--- config.mk ---
export PLATFORM = sky130hd
export DESIGN_NAME = pipe_stage
export DESIGN_NICKNAME = d
export VERILOG_FILES = /design/src/rtl/pipe_stage.sv
export SDC_FILE = /design/constraint.sdc
export NUM_CORES = 1
export LEC_CHECK = 0
export ABC_AREA = 1
export BUFFER_PORTS_ARGS = -buffer_cell sky130_fd_sc_hd__buf_2
export CAP_MARGIN = 20
export CORE_MARGIN = 5
export CORE_UTILIZATION = 45
export DETAILED_ROUTE_END_ITERATION = 6
export HOLD_SLACK_MARGIN = 0.08
export PLACE_DENSITY = 0.67
export REMOVE_ABC_BUFFERS = 1
export SKIP_CTS_REPAIR_TIMING = 1
export SLEW_MARGIN = 20
export SYNTH_ARGS = -nofsm -noshare
export SYNTH_HDL_FRONTEND = slang
export SYNTH_SLANG_ARGS = --single-unit
export TNS_END_PERCENT = 1
--- constraint.sdc ---
create_clock -name clk -period 5 [get_ports clk]
set_input_delay 0.25 -clock clk [delete_from_list [all_inputs] [get_ports clk]]
set_output_delay 0.25 -clock clk [all_outputs]
set_load 0.02 [all_outputs]
--- src/rtl/pipe_stage.sv ---
// Two-entry skid stage: one cycle accept-to-valid when empty, strict FIFO order, flush squashes and counts.
// Backpressure: in_ready drops when both entries are held or on stall/flush; out_ready low holds data in place.
module pipe_stage #(
  parameter int                DATA_W = 96,
  parameter logic [DATA_W-1:0] BUBBLE = {DATA_W{1'b0}},
  parameter int                CNT_W  = 8
) (
  input  logic              clk,
  input  logic              rst,
  input  logic              in_valid,
  input  logic [DATA_W-1:0] in_data,
  output logic              in_ready,
  output logic              out_valid,
  output logic [DATA_W-1:0] out_data,
  input  logic              out_ready,
  input  logic              stall,
  input  logic              flush,
  output logic [1:0]        occupancy,
  output logic [CNT_W-1:0]  flush_cnt
);

  localparam logic [1:0] ST_EMPTY = 2'd0;
  localparam logic [1:0] ST_ONE   = 2'd1;
  localparam logic [1:0] ST_FULL  = 2'd2;

  localparam logic [CNT_W+1:0] CNT_MAX = {2'b00, {CNT_W{1'b1}}};

  logic [1:0]        state;
  logic [1:0]        state_nxt;
  logic [DATA_W-1:0] main_dat;
  logic [DATA_W-1:0] main_nxt;
  logic [DATA_W-1:0] skid_dat;
  logic [DATA_W-1:0] skid_nxt;
  logic [CNT_W-1:0]  cnt_nxt;
  logic [CNT_W+1:0]  cnt_sum;
  logic              main_vld;
  logic              accept;
  logic              emit;

  assign main_vld  = (state != ST_EMPTY);
  assign in_ready  = (state != ST_FULL) && !stall && !flush;
  assign out_valid = main_vld && !stall && !flush;
  assign out_data  = main_vld ? main_dat : BUBBLE;
  assign accept    = in_valid && in_ready;
  assign emit      = out_valid && out_ready;

  always_comb begin
    occupancy = 2'd0;
    case (state)
      ST_ONE:  occupancy = 2'd1;
      ST_FULL: occupancy = 2'd2;
      default: occupancy = 2'd0;
    endcase
  end

  // Extra headroom bits let the saturation test see the overflow before truncation.
  assign cnt_sum = {2'b00, flush_cnt} + {{CNT_W{1'b0}}, occupancy};

  always_comb begin
    state_nxt = state;
    main_nxt  = main_dat;
    skid_nxt  = skid_dat;
    cnt_nxt   = flush_cnt;
    if (flush) begin
      state_nxt = ST_EMPTY;
      main_nxt  = BUBBLE;
      skid_nxt  = BUBBLE;
      cnt_nxt   = (cnt_sum > CNT_MAX) ? {CNT_W{1'b1}} : cnt_sum[CNT_W-1:0];
    end else if (!stall) begin
      case (state)
        ST_EMPTY: begin
          if (accept) begin
            state_nxt = ST_ONE;
            main_nxt  = in_data;
          end
        end
        ST_ONE: begin
          if (accept && emit) begin
            main_nxt = in_data;
          end else if (accept) begin
            state_nxt = ST_FULL;
            skid_nxt  = in_data;
          end else if (emit) begin
            state_nxt = ST_EMPTY;
            main_nxt  = BUBBLE;
          end
        end
        ST_FULL: begin
          if (emit) begin
            state_nxt = ST_ONE;
            main_nxt  = skid_dat;
            skid_nxt  = BUBBLE;
          end
        end
        default: begin
          state_nxt = ST_EMPTY;
          main_nxt  = BUBBLE;
          skid_nxt  = BUBBLE;
        end
      endcase
    end
  end

  always_ff @(posedge clk or negedge rst) begin
    if (!rst) begin
      state     <= ST_EMPTY;
      main_dat  <= BUBBLE;
      skid_dat  <= BUBBLE;
      flush_cnt <= {CNT_W{1'b0}};
    end else begin
      state     <= state_nxt;
      main_dat  <= main_nxt;
      skid_dat  <= skid_nxt;
      flush_cnt <= cnt_nxt;
    end
  end

endmodule

## Yosys cells after proc, flatten, opt, wreduce, memory -nomap -nowiden

Index checks and enable logic that the tools add are counted.
W data, S select, Z words.

- Register bits after elaboration: 202
- Bits in latches: 0
- RAM bits: 0
- Memory bits (read-only): 0
- Input port bits: 102
- Output and inout port bits: 108
- Word-level logic and storage cells: 55
- Memories: 0

- Add/subtract/negate cells: 1
- Multiply operators: 0
- Div/mod/pow operators: 0
- $lt $le $gt $ge: 1
- Eq/ne operators: 12
- Shift-type cells: 0
- Multiplexer cells: 23
- Bitwise operators: 0
- Reductions and logical operators: 14

Operators by type and width:

| operator | number |
|---|---|
| $mux W96 | 11 |
| $pmux W96 S3 | 2 |
| $reduce_and A5 Y1 | 3 |
| $mux W2 | 7 |
| $ne A3 B3 Y1 const B | 4 |
| $ne A4 B4 Y1 const B | 3 |
| $add A8 B2 Y9 | 1 |
| $gt A9 B8 Y1 const B | 1 |
| $mux W8 | 1 |
| $logic_and A1 B1 Y1 | 7 |
| $pmux W2 S3 | 1 |
| $ne A2 B2 Y1 const B | 2 |
| $pmux W2 S2 | 1 |
| $eq A2 B1 Y1 const B | 1 |
| $eq A2 B2 Y1 const B | 1 |
| $logic_not A1 Y1 | 2 |
| $logic_not A2 Y1 | 1 |
| $ne A2 B1 Y1 const B | 1 |
| $reduce_bool A2 Y1 | 1 |

## Logic depth before layout (Yosys ltp)

Gate-level depths: netlist of run 1.

- Word-level depth: 10
- Mapped depth: 14
- Mapped depth without buffers: 14

## Worst setup path before layout of run 1

No wires, ideal clock.

- Kind: reg-to-reg
- Start: register state[1]
- End: register flush_cnt[2]
- Library setup time: 0.074 ns
- Arrival: 1.965 ns
- Data required time: 4.926 ns
- Path slack: 2.961 ns
- Cell stages (with the launch flop): 10
- Path buffers: 1
- Clock period less this slack: 2.039 ns
- Cell sequence: dfrtp_1 > nor2_4 > buf_1 > ha_1 > ha_1 > inv_1 > nand2_1 > nand2_1 > or2_2 > nand3_1

- Cells in the longest elaborated chain, start to end: 5
- Elaborated cells on any way between the ends: 6
- Those cells by class: add/sub (1); order compare (1); eq/ne (2); mux (2)

RTL lines:

| item | RTL line | RTL |
|---|---|---|
| from (decl) | 28 | `logic [1:0] state;` |
| from (signal assigned) | 111 | `state <= state_nxt;` |
| $eq A2 B2 Y1 / $eq A2 B1 Y1 (equally long branches) | 49 | `case (state)` |
| $pmux W2 S2 (*) | 49 |  |
| named net occupancy[0] | 18 | `output logic [1:0] occupancy,` |
| $add A8 B2 Y9 (*) | 57 | `assign cnt_sum = {2'b00, flush_cnt} + {{CNT_W{1'b0}}, occupancy};` |
| $gt A9 B8 Y1 | 68 | `cnt_nxt = (cnt_sum > CNT_MAX) ? {CNT_W{1'b1}} : cnt_sum[CNT_W-1:0];` |
| $mux W8 (*) | 68 |  |
| to (signal assigned) | 109 | `flush_cnt <= {CNT_W{1'b0}};` |
| to (signal assigned) | 114 | `flush_cnt <= cnt_nxt;` |
| to (decl) | 19 | `output logic [CNT_W-1:0] flush_cnt` |

Mark *: on every way through the listed nets, which the timed path passes. The rest lies on a longest branch.
A chain may end at the register's enable or synchronous reset.

## Final worst setup path of run 1

- Start: register state[0]
- End: register skid_dat[83]

- Cells in the longest elaborated chain, start to end: 7
- Elaborated cells on any way between the ends: 20
- Those cells by class: eq/ne (7); mux (3); reduce/logical (10)

RTL lines:

| item | RTL line | RTL |
|---|---|---|
| $ne A2 B2 Y1 / $reduce_bool A2 Y1 (equally long branches) | 41, 40 |  |
| $logic_and A1 B1 Y1 (on tied branches) (2 in a row) | 41, 42 |  |
| $logic_and A1 B1 Y1 (on tied branches) | 44, 45 |  |
| $logic_and A1 B1 Y1 | 78 | `if (accept && emit) begin` |
| $ne A3 B3 Y1 (no source line) | -- |  |
| $reduce_and A5 Y1 (no source line) | -- |  |
| to (signal assigned) | 113 | `skid_dat <= skid_nxt;` |
| to (decl) | 32 | `logic [DATA_W-1:0] skid_dat;` |

Several ways; a longest one is shown, not always the timed one. The select of a mux whose other input is x is not followed.

==> results of run 1 <==
-- cell type report --
class | count | area (um^2)
clock inverter | 12 | 214
sequential | 202 | 5050
fill | 2570 | 11600
clock buffer | 33 | 726
tap | 330 | 413
inverter | 209 | 791
timing repair buffer | 226 | 1220
multi-input combinational | 1236 | 5300
antenna | 3 | 7.51
-- state kept, by name, indices dropped and copies added, names as in the netlist --
signal     count
skid_dat      96
main_dat      96
flush_cnt      8
state          2
-- power groups by stage --
stage               Combinational (uW)  Sequential [uW]  Clock, uW
floorplan                         1750             2360          0
global placement                  2460             2410          0
detailed placement                2510             2410          0
CTS                               2510             2390       2090
global route                      2830             2450       2150
finish                            2490             2390       2050
-- metal layers --
metal	track usage, %	up-vias
met3	3.90	45
met5	0	-
li1	-	5710
met2	36.7	330
met1	30.5	5217
met4	5.28	8
-- path summary, 6_finish.rpt --
check / start / end / slack [ps] / depth (start not counted)
worst max-delay path: state[0] / skid_dat[83] / 1960 / 9
worst min-delay path: in_data[38] / main_dat[38] / 70 / 5
worst max register to register: state[0] / skid_dat[83] / 1960 / 9
worst min register to register: skid_dat[49] / skid_dat[49] / 470 / 2
max in group asynchronous: rst / skid_dat[60] / 3250 / 3
min in group asynchronous: rst / main_dat[18] / 310 / 2
-- through the flow --
stage          total power, uW  TNS, ps
2_1_floorplan             4110   -59250
3_5_place_dp              4910        0
6_report                  6930        0
4_1_cts                   6990        0
5_1_grt                   7440        0
3_3_place_gp              4870        0
-- worst min-delay path, delay by kind of cell --
family / cells / cell delay, ps
AND/OR/NAND/NOR: 4 / 210
buffers and inverters: 1 / 100
-- kinds of logic (layout without fill, tap and decap cells) --
group / count (synthesis) / count (layout)
buffers and inverters: 331 / 480
and+or+nand+nor: 1225 / 1225
other: 0 / 3
AOI/OAI and AO/OA: 9 / 9
adders and majority gates: 2 / 2
DFF: 202 / 202
-- synthesized netlist by cell type (all sizes together) --
| library cell | count |
|---|---|
| o21ai | 8 |
| nor2 | 205 |
| nor3 | 1 |
| buf | 52 |
| or2 | 1 |
| dfrtp | 202 |
| nand3b | 2 |
| nand2 | 709 |
| inv | 209 |
| nand3 | 207 |
| nand4 | 99 |
| a21oi | 1 |
| clkbuf | 70 |
| and3 | 1 |
| ha | 2 |
-- cells in the final DEF, fill, tap and decap left out, drive strengths merged, types with 3 or more instances in the layout --
master / netlist / layout
buf: 52 / 223
bufinv: 0 / 6
clkbuf: 70 / 34
clkinv: 0 / 6
dfrtp: 202 / 202
diode: 0 / 3
inv: 209 / 209
nand2: 709 / 709
nand3: 207 / 207
nand4: 99 / 99
nor2: 205 / 205
o21ai: 8 / 8
==> run_summary.xml, run 1 <==
<?xml version="1.0" encoding="UTF-8"?>
<metrics>
  <group name="setup_path">
    <metric name="critical_path_buf_inv_count" unit="">3</metric>
    <metric name="crit_path_end_kind" unit="">flip-flop</metric>
    <metric name="crit_path_frequent_cell" unit="">sky130_fd_sc_hd__nand2_1</metric>
    <metric name="path_class" unit="">reg2reg</metric>
    <metric name="worst_setup_path_start_kind" unit="">flip-flop</metric>
    <metric name="crit_family" unit="">simple AND/OR/NAND/NOR gates</metric>
    <metric name="crit_arrival" unit="ps">3480</metric>
    <metric name="timing.critical_path.fanout_max" unit="">98</metric>
    <metric name="cpMaxStageDelayCell" unit="">sky130_fd_sc_hd__buf_4</metric>
    <metric name="max_stage_delay" unit="ps">680</metric>
    <metric name="critical_path.cell_chain" unit="">inv_2 -&gt; nand2_1 -&gt; nand3_2 -&gt; inv_1 -&gt; nand2_8 -&gt; nand3_4 -&gt; buf_4 -&gt; nand2_1 -&gt; nand2_1</metric>
    <metric name="cp.required" unit="ps">5440</metric>
  </group>
  <group name="clocking">
    <metric name="clock_tree.root_cell" unit="">sky130_fd_sc_hd__clkbuf_16</metric>
    <metric name="numCtsBuffers" unit="">25</metric>
    <metric name="cts_num_sinks" unit="">202</metric>
    <metric name="clock_tree.htree_level_count" unit="">1</metric>
    <metric name="clock_tree.buffer_depth" unit="">3</metric>
    <metric name="clk-insertion-delay-late" unit="ps">520</metric>
    <metric name="tritoncts" unit="">yes</metric>
    <metric name="clkTransAtPathRegs" unit="ps">60</metric>
  </group>
  <group name="final_layout">
    <metric name="final_util" unit="%">54.2</metric>
    <metric name="stdcell_count" unit="">2251</metric>
    <metric name="flow.area_growth_from_synthesis" unit="%">18.1</metric>
    <metric name="fin_nets" unit="">2004</metric>
    <metric name="area_of_all_placed_cells_without_fillers" unit="um^2">13700</metric>
    <metric name="drive_gt1_share" unit="%">15.0</metric>
  </group>
  <group name="sta">
    <metric name="postLayoutSetupSlackWorst" unit="ps">1960</metric>
    <metric name="layout_worst_path_cycle_share" unit="%">60.9</metric>
    <metric name="slew_headroom" unit="%">25.2</metric>
    <metric name="unrepaired_setup_endpoints_after_global_routing" unit="">no</metric>
    <metric name="finalWorstPathRequiredPeriod" unit="ps">3040</metric>
    <metric name="finalSetupViolations" unit="">0</metric>
    <metric name="fmaxAchievable" unit="GHz">0.329</metric>
    <metric name="hold_viol" unit="">0</metric>
    <metric name="tightest_pin_transition" unit="ps">1120</metric>
    <metric name="finClkSkew" unit="ps">19.3</metric>
    <metric name="fin_worst_hold_slack" unit="ps">66.6</metric>
    <metric name="max_slew_violations" unit="">0</metric>
  </group>
  <group name="synth">
    <metric name="yosysWarningCount" unit="">0</metric>
    <metric name="yosys.area_share.xor_xnor" unit="%">0</metric>
    <metric name="netlist_area" unit="um^2">11600</metric>
    <metric name="synth_compound_area_share" unit="%">0.517</metric>
    <metric name="synth-simple-area-share" unit="%">44.4</metric>
    <metric name="synth_fa_ha_area_share" unit="%">0.215</metric>
    <metric name="post_synth_main_area_contributors" unit="">sky130_fd_sc_hd__dfrtp_1 (44%), sky130_fd_sc_hd__nand2_1 (23%), sky130_fd_sc_hd__nand3_1 (8.7%)</metric>
    <metric name="ys_seq_area_share" unit="%">43.5</metric>
    <metric name="synth.ff_latch_count" unit="">202</metric>
    <metric name="yosys-mux-area-fraction" unit="%">0</metric>
    <metric name="syn-mean-instance-area" unit="um^2">6.57</metric>
    <metric name="most_area_hungry_cell_type_in_the_yosys_netlist" unit="">sky130_fd_sc_hd__dfrtp_1</metric>
    <metric name="synthesis.instances" unit="">1769</metric>
    <metric name="synth_top_family_by_area" unit="">simple AND/OR/NAND/NOR gates</metric>
    <metric name="yosysTopAreaCellShare" unit="%">43.5</metric>
    <metric name="netlist-cell-type-count" unit="">24</metric>
  </group>
  <group name="placement">
    <metric name="post-dp-hpwl" unit="mm">18.6</metric>
    <metric name="placed_area" unit="um^2">12700</metric>
    <metric name="io_buffers" unit="">209</metric>
    <metric name="globalplace.congestion" unit="">0.771</metric>
    <metric name="dp_worst_slack" unit="ps">1630</metric>
    <metric name="place_inst" unit="">2199</metric>
  </group>
  <group name="floorplan">
    <metric name="ioPinCount" unit="">210</metric>
    <metric name="area_of_the_core_region" unit="um^2">25300</metric>
    <metric name="initial_utilization" unit="%">45.9</metric>
    <metric name="placement_row_count" unit="">58</metric>
    <metric name="die-width" unit="um">171</metric>
    <metric name="total_die_area" unit="um^2">29100</metric>
    <metric name="die_h" unit="um">171</metric>
  </group>
  <group name="routing">
    <metric name="postRouteAntennaNets" unit="">0</metric>
    <metric name="top_layer" unit="">met5</metric>
    <metric name="route.detailed.wl_per_inst" unit="um">14.4</metric>
    <metric name="route.met3.wl" unit="mm">2.26</metric>
    <metric name="routed-via-count" unit="">11300</metric>
    <metric name="detailroute.wirelength.met2" unit="mm">14.7</metric>
    <metric name="drt_wl_total" unit="mm">32.4</metric>
    <metric name="drc" unit="">0</metric>
    <metric name="drt_pass1_iterations" unit="">6</metric>
    <metric name="detail_route.iter0.violations" unit="">836</metric>
    <metric name="m1WireLength" unit="mm">14.8</metric>
    <metric name="route.detailed.vias_per_inst" unit="">5.02</metric>
  </group>
  <group name="pwr">
    <metric name="clock_power_share" unit="%">29.5</metric>
    <metric name="power.switching_fraction" unit="%">40.2</metric>
    <metric name="seq_power_share" unit="%">34.5</metric>
    <metric name="vdd_drop_max" unit="uV">519</metric>
    <metric name="internal-power" unit="uW">4140</metric>
    <metric name="logic_pwr_share" unit="%">36.0</metric>
    <metric name="power_density" unit="nW/um^2">505</metric>
    <metric name="p_sw" unit="uW">2790</metric>
    <metric name="power.leakage" unit="uW">0.00790</metric>
  </group>
  <group name="grt">
    <metric name="wire_length_of_the_first_global_routing_pass" unit="mm">54.8</metric>
    <metric name="first_global_vias" unit="">11200</metric>
    <metric name="grt_antenna_before_repair" unit="">7</metric>
    <metric name="grt_start_max_net_pins" unit="">101</metric>
    <metric name="groute.usage.overall" unit="%">22.1</metric>
    <metric name="globalRouteOverflowTotal" unit="">0</metric>
  </group>
  <group name="hold_path">
    <metric name="hold_path.class" unit="">in2reg</metric>
  </group>
  <group name="flow_run">
    <metric name="timing.max_cap.violations" unit="">0</metric>
  </group>
  <group name="outcome">
    <metric name="status" unit="">finished, final reports clean</metric>
  </group>
</metrics>
No activity file was read; power rests on OpenSTA's default activity.
==> run 2, diff against run 1 <==
PLACE_DENSITY = 0.69   (was 0.67)
clock period = 2.6 ns   (was 5 ns; I/O delays follow)
==> run 2 against run 1 <==
  * Routed wire length increased by 3.2%
  * Flip-flop and latch count unchanged
  * Sequential share of layout area decreased by 2.6 points
  * Critical path depth decreased by 3
  * Total power increased by 93%
  * Cell count increased by 4.7%
  * Critical path type is now reg2out
  * Largest power group unchanged
==> run_summary.xml, run 2 (same netlist as run 1, synthesis figures left out) <==
<?xml version="1.0" encoding="UTF-8"?>
<metrics>
  <group name="outcome">
    <metric name="status" unit="">finished, final reports clean</metric>
  </group>
  <group name="hold_path">
    <metric name="timing.hold.worst.start" unit="">stall</metric>
    <metric name="hold_path.class" unit="">in2reg</metric>
  </group>
  <group name="clocking">
    <metric name="clkTransAtPathRegs" unit="ps">60</metric>
    <metric name="clock_tree.root_cell" unit="">sky130_fd_sc_hd__clkbuf_16</metric>
    <metric name="numCtsBuffers" unit="">24</metric>
    <metric name="tritoncts" unit="">yes</metric>
    <metric name="clock_tree.buffer_depth" unit="">3</metric>
    <metric name="clk-insertion-delay-late" unit="ps">520</metric>
    <metric name="clock_tree.htree_level_count" unit="">1</metric>
    <metric name="cts_num_sinks" unit="">202</metric>
  </group>
  <group name="sta">
    <metric name="finClkSkew" unit="ps">13.6</metric>
    <metric name="hold_viol" unit="">0</metric>
    <metric name="tightest_pin_transition" unit="ps">1110</metric>
    <metric name="finalWorstPathRequiredPeriod" unit="ps">2430</metric>
    <metric name="fmaxAchievable" unit="GHz">0.411</metric>
    <metric name="unrepaired_setup_endpoints_after_global_routing" unit="">no</metric>
    <metric name="layout_worst_path_cycle_share" unit="%">93.5</metric>
    <metric name="slew_headroom" unit="%">26.0</metric>
    <metric name="fin_worst_hold_slack" unit="ps">86.7</metric>
    <metric name="finalSetupViolations" unit="">0</metric>
    <metric name="max_slew_violations" unit="">0</metric>
  </group>
  <group name="final_layout">
    <metric name="fin_nets" unit="">2112</metric>
    <metric name="drive_gt1_share" unit="%">14.6</metric>
    <metric name="layout_commonest_cell" unit="">sky130_fd_sc_hd__nand2_1</metric>
    <metric name="flow.area_growth_from_synthesis" unit="%">27.2</metric>
    <metric name="reg.largest.list" unit="">main_dat (96), skid_dat (96), flush_cnt (8)</metric>
    <metric name="most-common-layout-cells" unit="">sky130_fd_sc_hd__nand2_1 (707), sky130_fd_sc_hd__buf_2 (208), sky130_fd_sc_hd__nand3_1 (203), sky130_fd_sc_hd__inv_1 (203), sky130_fd_sc_hd__dfrtp_1 (202)</metric>
    <metric name="insertedDiodeCount" unit="">0</metric>
  </group>
  <group name="floorplan">
    <metric name="ioPinCount" unit="">210</metric>
    <metric name="area_of_the_core_region" unit="um^2">25300</metric>
    <metric name="die_h" unit="um">171</metric>
    <metric name="total_die_area" unit="um^2">29100</metric>
    <metric name="die-width" unit="um">171</metric>
    <metric name="initial_utilization" unit="%">45.9</metric>
    <metric name="placement_row_count" unit="">58</metric>
  </group>
  <group name="pwr">
    <metric name="power.leakage" unit="uW">0.00837</metric>
    <metric name="clock_power_share" unit="%">27.2</metric>
    <metric name="logic_pwr_share" unit="%">38.4</metric>
    <metric name="seq_power_share" unit="%">34.4</metric>
    <metric name="vdd_drop_max" unit="uV">604</metric>
    <metric name="power.switching_fraction" unit="%">40.6</metric>
    <metric name="internal-power" unit="uW">7940</metric>
    <metric name="p_sw" unit="uW">5430</metric>
    <metric name="power_density" unit="nW/um^2">905</metric>
    <metric name="power.total" unit="uW">13400</metric>
  </group>
  <group name="grt">
    <metric name="grt_start_max_net_pins" unit="">97</metric>
    <metric name="groute.usage.overall" unit="%">22.2</metric>
    <metric name="wire_length_of_the_first_global_routing_pass" unit="mm">55.0</metric>
    <metric name="globalRouteOverflowTotal" unit="">0</metric>
    <metric name="first_global_vias" unit="">11200</metric>
    <metric name="grt_antenna_before_repair" unit="">1</metric>
  </group>
  <group name="setup_path">
    <metric name="cp.required" unit="ps">2470</metric>
    <metric name="rrSetupSlack" unit="ps">380</metric>
    <metric name="path_class" unit="">reg2out</metric>
    <metric name="worst_setup_path_start_kind" unit="">flip-flop</metric>
    <metric name="setup.worst_path.start" unit="">state[0]</metric>
    <metric name="worstReg2RegEnd" unit="">main_dat[91]</metric>
    <metric name="crit_arrival" unit="ps">2300</metric>
    <metric name="crit_path_end_kind" unit="">primary output</metric>
    <metric name="r2r.worst_path.cells" unit="">9</metric>
    <metric name="critical_path.endpoint" unit="">out_data[8]</metric>
    <metric name="timing.critical_path.fanout_max" unit="">68</metric>
    <metric name="critical_path.reg2reg.startpoint" unit="">state[0]</metric>
  </group>
  <group name="routing">
    <metric name="route.detailed.vias_per_inst" unit="">5.02</metric>
    <metric name="drc" unit="">0</metric>
    <metric name="routed-via-count" unit="">11800</metric>
    <metric name="postRouteAntennaNets" unit="">0</metric>
    <metric name="drt_pass1_iterations" unit="">5</metric>
    <metric name="detail_route.iter0.violations" unit="">856</metric>
    <metric name="route.detailed.wl_per_inst" unit="um">14.2</metric>
    <metric name="drt_wl_total" unit="mm">33.5</metric>
  </group>
  <group name="placement">
    <metric name="post-dp-hpwl" unit="mm">19.6</metric>
    <metric name="io_buffers" unit="">209</metric>
    <metric name="globalplace.congestion" unit="">0.790</metric>
  </group>
  <group name="flow_run">
    <metric name="timing.max_cap.violations" unit="">0</metric>
  </group>
</metrics>
run 2: critical path, stage by stage, from the launching register on:
cell,delay (ps)
sky130_fd_sc_hd__dfrtp_1,420
sky130_fd_sc_hd__inv_2,110
sky130_fd_sc_hd__nand2_1,170
sky130_fd_sc_hd__inv_6,470
sky130_fd_sc_hd__buf_4,330
sky130_fd_sc_hd__nor2_1,70
sky130_fd_sc_hd__buf_2,170
run 2: power by group through the flow:
stage	sequential, uW	clock (uW)	combinational [uW]
after floorplan	4520	0	3180
after global placement	4620	0	4940
after detailed placement	4630	0	5030
after CTS	4590	3700	5070
after global routing	4720	3830	5790
final	4600	3630	5140
run 2: stage by stage:
step                TNS (ps)  util (%)  area (um^2)  std cells  setup slack, ps
floorplan            -587870         -        11100       1647            -3020
global placement           0      51.0        12900       2213              442
detailed placement         0      51.0        12900       2213              383
CTS                        0      54.4        13800       2257              166
global route               0      58.3        14800       2356             18.9
finish                     0      58.3        14800       2356              168
run 2: worst min path at each step:
stage | endpoint | cells past startpoint
after floorplan | flush_cnt[0] | 0
after global placement | main_dat[82] | 1
after detailed placement | main_dat[82] | 1
after CTS | main_dat[82] | 1
after global routing | state[1] | 6
final | state[1] | 6
run 2: routing by layer:
layer  vias up  global-route usage [%]  share of wire [%]
met5         -                       0              0.039
met4         2                    5.14                1.8
met1      5497                    29.9                 45
met3        56                    4.32                6.3
li1       5930                       -                  -
met2       344                    37.2                 47
run 2: layout make-up:
type / count / area, um^2
timing repair buffer: 335 / 2360
inverter: 209 / 791
clock buffer: 36 / 747
tap: 330 / 413
multi-input combinational: 1236 / 5290
clock inverter: 8 / 120
sequential: 202 / 5050
fill: 2388 / 10500
